===== config.mk =====
export PLATFORM = sky130hd
export DESIGN_NAME = vga_pattern_gen
export DESIGN_NICKNAME = d
export VERILOG_FILES = /design/src/rtl/vga_pattern_pkg.sv /design/src/rtl/vga_pattern_colour.sv /design/src/rtl/vga_pattern_gen.sv
export SDC_FILE = /design/constraint.sdc
export NUM_CORES = 1
export LEC_CHECK = 0
export ABC_AREA = 1
export CORE_MARGIN = 2
export CORE_UTILIZATION = 49
export DETAILED_ROUTE_END_ITERATION = 10
export PLACE_DENSITY = 0.76
export SYNTH_ARGS = -nofsm -noshare
export SYNTH_HDL_FRONTEND = slang
export SYNTH_HIERARCHICAL = 1
export SYNTH_SLANG_ARGS = --single-unit

===== constraint.sdc =====
create_clock -name clk_pixel -period 4.25 [get_ports clk_pixel]
set_clock_uncertainty 0.05 [all_clocks]
set_input_delay 0.85 -clock clk_pixel [delete_from_list [all_inputs] [get_ports clk_pixel]]
set_output_delay 0.85 -clock clk_pixel [all_outputs]
set_load 0.005 [all_outputs]

===== src/rtl/vga_pattern_pkg.sv =====
// vga_pattern_pkg: shared mode encodings and elaboration-time helpers for the
// VGA timing / test-pattern generator (vga_pattern_gen, vga_pattern_colour).
package vga_pattern_pkg;

  localparam logic [1:0] MODE_BARS  = 2'd0;
  localparam logic [1:0] MODE_GRID  = 2'd1;
  localparam logic [1:0] MODE_GRAD  = 2'd2;
  localparam logic [1:0] MODE_SOLID = 2'd3;

  // Total length of one axis: visible + front porch + sync + back porch.
  function automatic int timing_total(input int vis, input int fp,
                                      input int sync, input int bp);
    return vis + fp + sync + bp;
  endfunction

  // Number of bits needed to hold the values 0..n-1 (at least one bit).
  function automatic int width_of(input int n);
    int w;
    w = 1;
    while ((1 << w) < n) w++;
    return w;
  endfunction

endpackage


===== src/rtl/vga_pattern_colour.sv =====
// vga_pattern_colour: combinational pattern generator. Maps a beam position,
// the frame's latched mode, the frame counter and the solid colour to RGB.
// Blanking is applied by the caller. Optional build macro
// VGA_PATTERN_SCROLL_EN makes bars and grid scroll one pixel per frame.
module vga_pattern_colour
  import vga_pattern_pkg::*;
#(
  parameter int C_bits    = 8,
  parameter int H_VISIBLE = 640,
  parameter int V_VISIBLE = 480,
  parameter int GRID_LOG2 = 4,
  parameter int XW        = 10,
  parameter int YW        = 10
) (
  input  logic [XW-1:0]       i_x,
  input  logic [YW-1:0]       i_y,
  input  logic [1:0]          i_mode,
  input  logic [7:0]          i_frame_cnt,
  input  logic [3*C_bits-1:0] i_solid_rgb,
  output logic [C_bits-1:0]   o_r,
  output logic [C_bits-1:0]   o_g,
  output logic [C_bits-1:0]   o_b
);

  localparam int BAR_W = H_VISIBLE / 8;
  localparam logic [XW-1:0] X_LAST = XW'(H_VISIBLE - 1);
  localparam logic [YW-1:0] Y_LAST = YW'(V_VISIBLE - 1);

  // Horizontal coordinate seen by the bars and grid patterns.
  logic [XW-1:0] w_x;

`ifdef VGA_PATTERN_SCROLL_EN
  // One spare bit above the wider operand keeps the sum from overflowing.
  localparam int SW = ((XW > 8) ? XW : 8) + 1;
  logic [SW-1:0] w_sum;
  assign w_sum = SW'(i_x) + SW'(i_frame_cnt);
  assign w_x   = XW'(w_sum % SW'(H_VISIBLE));
`else
  assign w_x = i_x;
`endif

  // Bar index, clamped so a width that is not a multiple of 8 stays on bar 7.
  logic [XW-1:0] w_bar_q;
  logic [2:0]    w_bar;
  assign w_bar_q = w_x / XW'(BAR_W);
  assign w_bar   = (w_bar_q > XW'(7)) ? 3'd7 : w_bar_q[2:0];

  // Grid lines on every pitch boundary plus the right and bottom edges.
  logic w_grid_on;
  assign w_grid_on = (w_x[GRID_LOG2-1:0] == '0) || (i_y[GRID_LOG2-1:0] == '0) ||
                     (w_x == X_LAST) || (i_y == Y_LAST);

  // Select the colour of the current pixel for the latched mode.
  always_comb begin
    o_r = '0;
    o_g = '0;
    o_b = '0;
    case (i_mode)
      MODE_BARS: begin
        o_r = {C_bits{~w_bar[1]}};
        o_g = {C_bits{~w_bar[2]}};
        o_b = {C_bits{~w_bar[0]}};
      end
      MODE_GRID: begin
        o_r = {C_bits{w_grid_on}};
        o_g = {C_bits{w_grid_on}};
        o_b = {C_bits{w_grid_on}};
      end
      MODE_GRAD: begin
        o_r = C_bits'(i_x);
        o_g = C_bits'(i_y);
        o_b = C_bits'(i_frame_cnt);
      end
      default: begin
        o_r = i_solid_rgb[3*C_bits-1:2*C_bits];
        o_g = i_solid_rgb[2*C_bits-1:C_bits];
        o_b = i_solid_rgb[C_bits-1:0];
      end
    endcase
  end

endmodule


===== src/rtl/vga_pattern_gen.sv =====
// vga_pattern_gen: parametrised VGA timing and test-pattern source. Owns the
// beam counters, sync generation, per-frame mode latch, frame counter and the
// output register stage; all outputs appear one clock after the counter state
// that produced them. Optional build macro VGA_PATTERN_SCROLL_EN (handled in
// vga_pattern_colour) scrolls the bars and grid patterns.
module vga_pattern_gen
  import vga_pattern_pkg::*;
#(
  parameter int C_bits    = 8,
  parameter int H_VISIBLE = 640,
  parameter int H_FP      = 16,
  parameter int H_SYNC    = 96,
  parameter int H_BP      = 48,
  parameter int V_VISIBLE = 480,
  parameter int V_FP      = 10,
  parameter int V_SYNC    = 2,
  parameter int V_BP      = 33,
  parameter bit H_POL     = 1'b0,
  parameter bit V_POL     = 1'b0,
  parameter int GRID_LOG2 = 4,
  localparam int H_TOTAL  = timing_total(H_VISIBLE, H_FP, H_SYNC, H_BP),
  localparam int V_TOTAL  = timing_total(V_VISIBLE, V_FP, V_SYNC, V_BP),
  localparam int XW       = width_of(H_TOTAL),
  localparam int YW       = width_of(V_TOTAL)
) (
  input  logic                clk_pixel,
  input  logic                reset,
  input  logic [1:0]          mode,
  input  logic [3*C_bits-1:0] solid_rgb,
  output logic [C_bits-1:0]   vga_r,
  output logic [C_bits-1:0]   vga_g,
  output logic [C_bits-1:0]   vga_b,
  output logic                vga_hsync,
  output logic                vga_vsync,
  output logic                vga_blank,
  output logic [XW-1:0]       beam_x,
  output logic [YW-1:0]       beam_y,
  output logic                frame_start
);

  localparam logic [XW-1:0] H_LAST = XW'(H_TOTAL - 1);
  localparam logic [XW-1:0] H_ACT  = XW'(H_VISIBLE);
  localparam logic [XW-1:0] H_SS   = XW'(H_VISIBLE + H_FP);
  localparam logic [XW-1:0] H_SE   = XW'(H_VISIBLE + H_FP + H_SYNC - 1);
  localparam logic [YW-1:0] V_LAST = YW'(V_TOTAL - 1);
  localparam logic [YW-1:0] V_ACT  = YW'(V_VISIBLE);
  localparam logic [YW-1:0] V_SS   = YW'(V_VISIBLE + V_FP);
  localparam logic [YW-1:0] V_SE   = YW'(V_VISIBLE + V_FP + V_SYNC - 1);

  if ((H_VISIBLE / 8) == 0 || H_SYNC == 0 || V_SYNC == 0 ||
      H_VISIBLE == 0 || V_VISIBLE == 0) begin : g_bad_cfg
    $error("vga_pattern_gen: H_VISIBLE must be >= 8 and H_SYNC, V_SYNC, V_VISIBLE non-zero");
  end

  logic [XW-1:0]       r_hcnt;
  logic [YW-1:0]       r_vcnt;
  logic [7:0]          r_frame_cnt;
  logic [1:0]          r_cur_mode;

  logic [3*C_bits-1:0] r_rgb;
  logic                r_blank;
  logic                r_hsync;
  logic                r_vsync;
  logic [XW-1:0]       r_beam_x;
  logic [YW-1:0]       r_beam_y;
  logic                r_frame_start;

  logic                w_h_wrap;
  logic                w_f_wrap;
  logic                w_active;
  logic                w_hs_on;
  logic                w_vs_on;
  logic [C_bits-1:0]   w_r;
  logic [C_bits-1:0]   w_g;
  logic [C_bits-1:0]   w_b;

  assign w_h_wrap = (r_hcnt == H_LAST);
  assign w_f_wrap = w_h_wrap && (r_vcnt == V_LAST);
  assign w_active = (r_hcnt < H_ACT) && (r_vcnt < V_ACT);
  assign w_hs_on  = (r_hcnt >= H_SS) && (r_hcnt <= H_SE);
  assign w_vs_on  = (r_vcnt >= V_SS) && (r_vcnt <= V_SE);

  // Beam counters: hcnt every clock, vcnt once per line.
  always_ff @(posedge clk_pixel or posedge reset) begin
    if (reset) begin
      r_hcnt <= '0;
      r_vcnt <= '0;
    end else if (w_h_wrap) begin
      r_hcnt <= '0;
      r_vcnt <= (r_vcnt == V_LAST) ? '0 : r_vcnt + YW'(1);
    end else begin
      r_hcnt <= r_hcnt + XW'(1);
    end
  end

  // Per-frame state: mode and frame count only change on the last pixel of a frame.
  always_ff @(posedge clk_pixel or posedge reset) begin
    if (reset) begin
      r_cur_mode  <= MODE_BARS;
      r_frame_cnt <= '0;
    end else if (w_f_wrap) begin
      r_cur_mode  <= mode;
      r_frame_cnt <= r_frame_cnt + 8'd1;
    end
  end

  vga_pattern_colour #(
    .C_bits    (C_bits),
    .H_VISIBLE (H_VISIBLE),
    .V_VISIBLE (V_VISIBLE),
    .GRID_LOG2 (GRID_LOG2),
    .XW        (XW),
    .YW        (YW)
  ) u_colour (
    .i_x         (r_hcnt),
    .i_y         (r_vcnt),
    .i_mode      (r_cur_mode),
    .i_frame_cnt (r_frame_cnt),
    .i_solid_rgb (solid_rgb),
    .o_r         (w_r),
    .o_g         (w_g),
    .o_b         (w_b)
  );

  // Output stage: every output is registered from the same counter state.
  always_ff @(posedge clk_pixel or posedge reset) begin
    if (reset) begin
      r_rgb         <= '0;
      r_blank       <= 1'b1;
      r_hsync       <= ~H_POL;
      r_vsync       <= ~V_POL;
      r_beam_x      <= '0;
      r_beam_y      <= '0;
      r_frame_start <= 1'b0;
    end else begin
      r_rgb         <= w_active ? {w_r, w_g, w_b} : '0;
      r_blank       <= ~w_active;
      r_hsync       <= w_hs_on ? H_POL : ~H_POL;
      r_vsync       <= w_vs_on ? V_POL : ~V_POL;
      r_beam_x      <= r_hcnt;
      r_beam_y      <= r_vcnt;
      r_frame_start <= (r_hcnt == '0) && (r_vcnt == '0);
    end
  end

  assign vga_r       = r_rgb[3*C_bits-1:2*C_bits];
  assign vga_g       = r_rgb[2*C_bits-1:C_bits];
  assign vga_b       = r_rgb[C_bits-1:0];
  assign vga_blank   = r_blank;
  assign vga_hsync   = r_hsync;
  assign vga_vsync   = r_vsync;
  assign beam_x      = r_beam_x;
  assign beam_y      = r_beam_y;
  assign frame_start = r_frame_start;

endmodule

==> summary.md <==
| Metric | Value |
|---|---|
| Ys Warns | 6 |
| Num CTS Buffers | 9 |
| CTS clk-pin slew, worst paths | 80 ps |
| Power density cells | 285 nW/um2 |
| Final hold vios | 0 |
| Initial antenna violation count | 0 |
| Largest cells by area after synthesis | dfrtp_1 (48%), nand2_1 (11%), inv_1 (7.9%) |
| Drc violations | 0 |
| Final GP Congestion | 0.875 |
| HPWL Detailed | 6.63 mm |
| Global-route usage over all layers | 22.2% |
| DRT antenna net count | 0 |
| R2r endpoint | r_rgb[21]$_DFF_PP0_ |
| Final setup fails | 0 |
| Critical path buffers and inverters | 1 |
| EDFF count, synth | 0 |
| Syn_nets | 517 |
| FP Rows | 32 |
| Max Cap Viol | 0 |
| Layout cells sized above 1 | 8.80% |
| Clock sinks | 78 |
| Chip Height | 93.4 um |
| Synthesized flop and latch total | 78 |
| Routed length per instance | 13.8 um |
| Max FO, Critical Path | 1 |
| Critical Path Source | vga_blank$_DFF_PP1_ |
| Area leader, netlist | dfrtp_1 |
| Asr flop ratio synth | 100% |
| Share of the clock period used by the worst path | 53.6% |
| First-pass GRT wire length | 15.0 mm |
| Number of buffers inserted by port buffering | 75 |
| Fmax achieved | 439 MHz |
| Initial Utilization | 50.7% |
| Pre-CTS WS | 2050 ps |
| Total Power | 1410 uW |
| Status | finished clean |
| Worst-Margin Slew | 1050 ps |
| TritonRoute pass-1 iters | 5 |
| Largest net degree at the start of global routing | 79 |
| Pins Over Slew Limit | 0 |
| Final nets | 596 |
| Count leader, synth | nand2_1 |
| Iteration-0 DRC Markers | 296 |
| Via density | 5.14 |
| Clock Latency Late Sink | 360 ps |
| Sequential share of the synthesized area | 50.0% |
| CP delay by family, top | flip-flops |
| Cell total after placement | 654 |
| Max stage delay on crit path | 520 ps |
| I/O pins | 76 |
| Placed cell areas | 4770 um2 |
| DRT Wirelength | 9.26 mm |
| Worst Path Required | 3350 ps |
| CTS Hold Bufs | 0 |
| Maximum vdd drop | 173 uV |
| Critical Path AT | 1380 ps |
| Crit path to | vga_blank |
| HP Class | reg -> reg |
| Critical Path Stages | 1 |
| Top cells by count, synth | nand2_1 (114), inv_1 (82), dfrtp_1 (75) |
| Bufs on Longest Clock Path | 2 |
| H-tree depth | 3 |
| Synth-to-layout area growth | 26.9% |
| CTS tree | yes |
| Setup Crit Path Kind | reg -> out |
| GR Overflow Total | 0 |
| Setup ws final | 1970 ps |
| Worst Setup Start Kind | register |
| Vias in the first global route | 3130 |
| Endpoint class of the critical path | primary output |
| Post_cts resized | 0 |
| R2R Setup Slk | 2010 ps |
| Via Count | 3446 |
| R2r worst-path depth | 11 |
| Number of diodes | 0 |
| Die Wd | 93.4 um |
| Main flop type after synthesis | dfrtp_1 |
| Leakage | 0.00251 uW |
| Hold Path Stages | 0 |
| Synthesized area per cell | 8.09 um2 |
| RSZ-0062 raised after global routing | false |
| Synth Cell Area | 3920 um2 |
| Cell variety after synth | 30 |
| Fillers | 653 |
| Clock Root Buffer | clkbuf_8 |
| Post-synth top area share | 47.9% |
| Syn Inst Count | 484 |
| Start of the worst register-to-register path | r_hcnt[7]$_DFF_PP0_ |
| Worst-path cell chain | clkdlybuf4s50_1 |
| Slowest-stage cell, CP | dfstp_2 |
| Die area | 8720 um2 |
| Cell area after layout | 4970 um2 |
| Core footprint | 7730 um2 |
| Setup bufs post-CTS | 0 |
| Non-filler cells, final | 670 |
| Fin crit period | 2280 ps |
| Slew HR | 29.6% |
| TNS Setup | 0 ps |
-- layout by cell type, fill, tap and decap left out --
cell type and count:
nand3_1 25, nor2_8 2, o21ai_1 3, inv_1 81
inv_6 3, nor2_2 5, a21oi_1 8, nor3_1 8
inv_2 6, xnor2_1 1, nand3_2 3, nand3b_1 1
clkdlybuf4s50_1 75, clkinv_4 1, nor2_4 3, nand4_4 2
o2111ai_1 13, o211ai_1 1, clkinvlp_4 2, buf_4 1
nand2_4 1, nand2_1 114, dfstp_2 3, bufinv_16 1
nor2_1 72, dfrtp_1 75, nand2_2 7, xor2_1 10
nor4_1 2, ha_1 5, or2_2 1, clkbuf_8 9
o21ai_0 8, nand4_1 16
-- report_power, final --
group | switching (uW) | internal (uW)
Sequential | 3.29 | 753
Combinational | 36.8 | 52.9
Clock | 290 | 278
-- layout make-up --
type | instances | area (um2) | area share [%]
flip-flops and latches | 78 | 1960 | 39.4
clock inverters | 7 | 80.1 | 1.61
multi-input cells | 311 | 1600 | 32.1
well taps | 102 | 128 | 2.57
repair buffers | 76 | 758 | 15.3
inverters | 87 | 327 | 6.57
clock buffers | 9 | 124 | 2.49
-- flip-flops by register name, summed over array words and instances, names as in the netlist --
| register | flops |
|---|---|
| beam_x | 10 |
| beam_y | 10 |
| frame_start | 1 |
| r_cur_mode | 2 |
| r_frame_cnt | 8 |
| r_hcnt | 10 |
| r_rgb | 24 |
| r_vcnt | 10 |
| vga_blank | 1 |
| vga_hsync | 1 |
| vga_vsync | 1 |
-- metrics by stage --
stage	util, %	hold slack [ps]
floorplan	-	323
global placement	61.7	406
detailed placement	61.7	405
CTS	64.3	432
global route	64.3	451
finish	64.3	432
-- routing by layer --
layer | GRT usage (%) | part of all wire [%] | vias up
met3 | 3.30 | 5.9 | 13
met2 | 36.9 | 49 | 137
li1 | - | - | 1671
met5 | 0 | 0 | -
met1 | 30.0 | 44 | 1625
met4 | 7.35 | 1.6 | 0
-- cells by family after synthesis --
group                      after synthesis  share of synthesized area (%)
and+or+nand+nor                        262                           31.2
AOI/OAI and AO/OA                       33                           5.53
buffers and inverters                   95                           9.24
adders and majority gates                5                           1.60
xor gates and xnor gates                11                           2.46
DFF                                     78                           50.0
-- worst min-delay path by stage --
stage / end / start
final: beam_y[0]$_DFF_PP0_ / r_vcnt[0]$_DFFE_PP0N_
after floorplan: beam_y[4]$_DFF_PP0_ / r_vcnt[4]$_DFFE_PP0N_
after global placement: beam_y[0]$_DFF_PP0_ / r_vcnt[0]$_DFFE_PP0N_
after detailed placement: beam_y[0]$_DFF_PP0_ / r_vcnt[0]$_DFFE_PP0N_
after global routing: beam_y[0]$_DFF_PP0_ / r_vcnt[0]$_DFFE_PP0N_
after CTS: beam_y[0]$_DFF_PP0_ / r_vcnt[0]$_DFFE_PP0N_
Note: power is estimated with default switching activity, not from simulation.
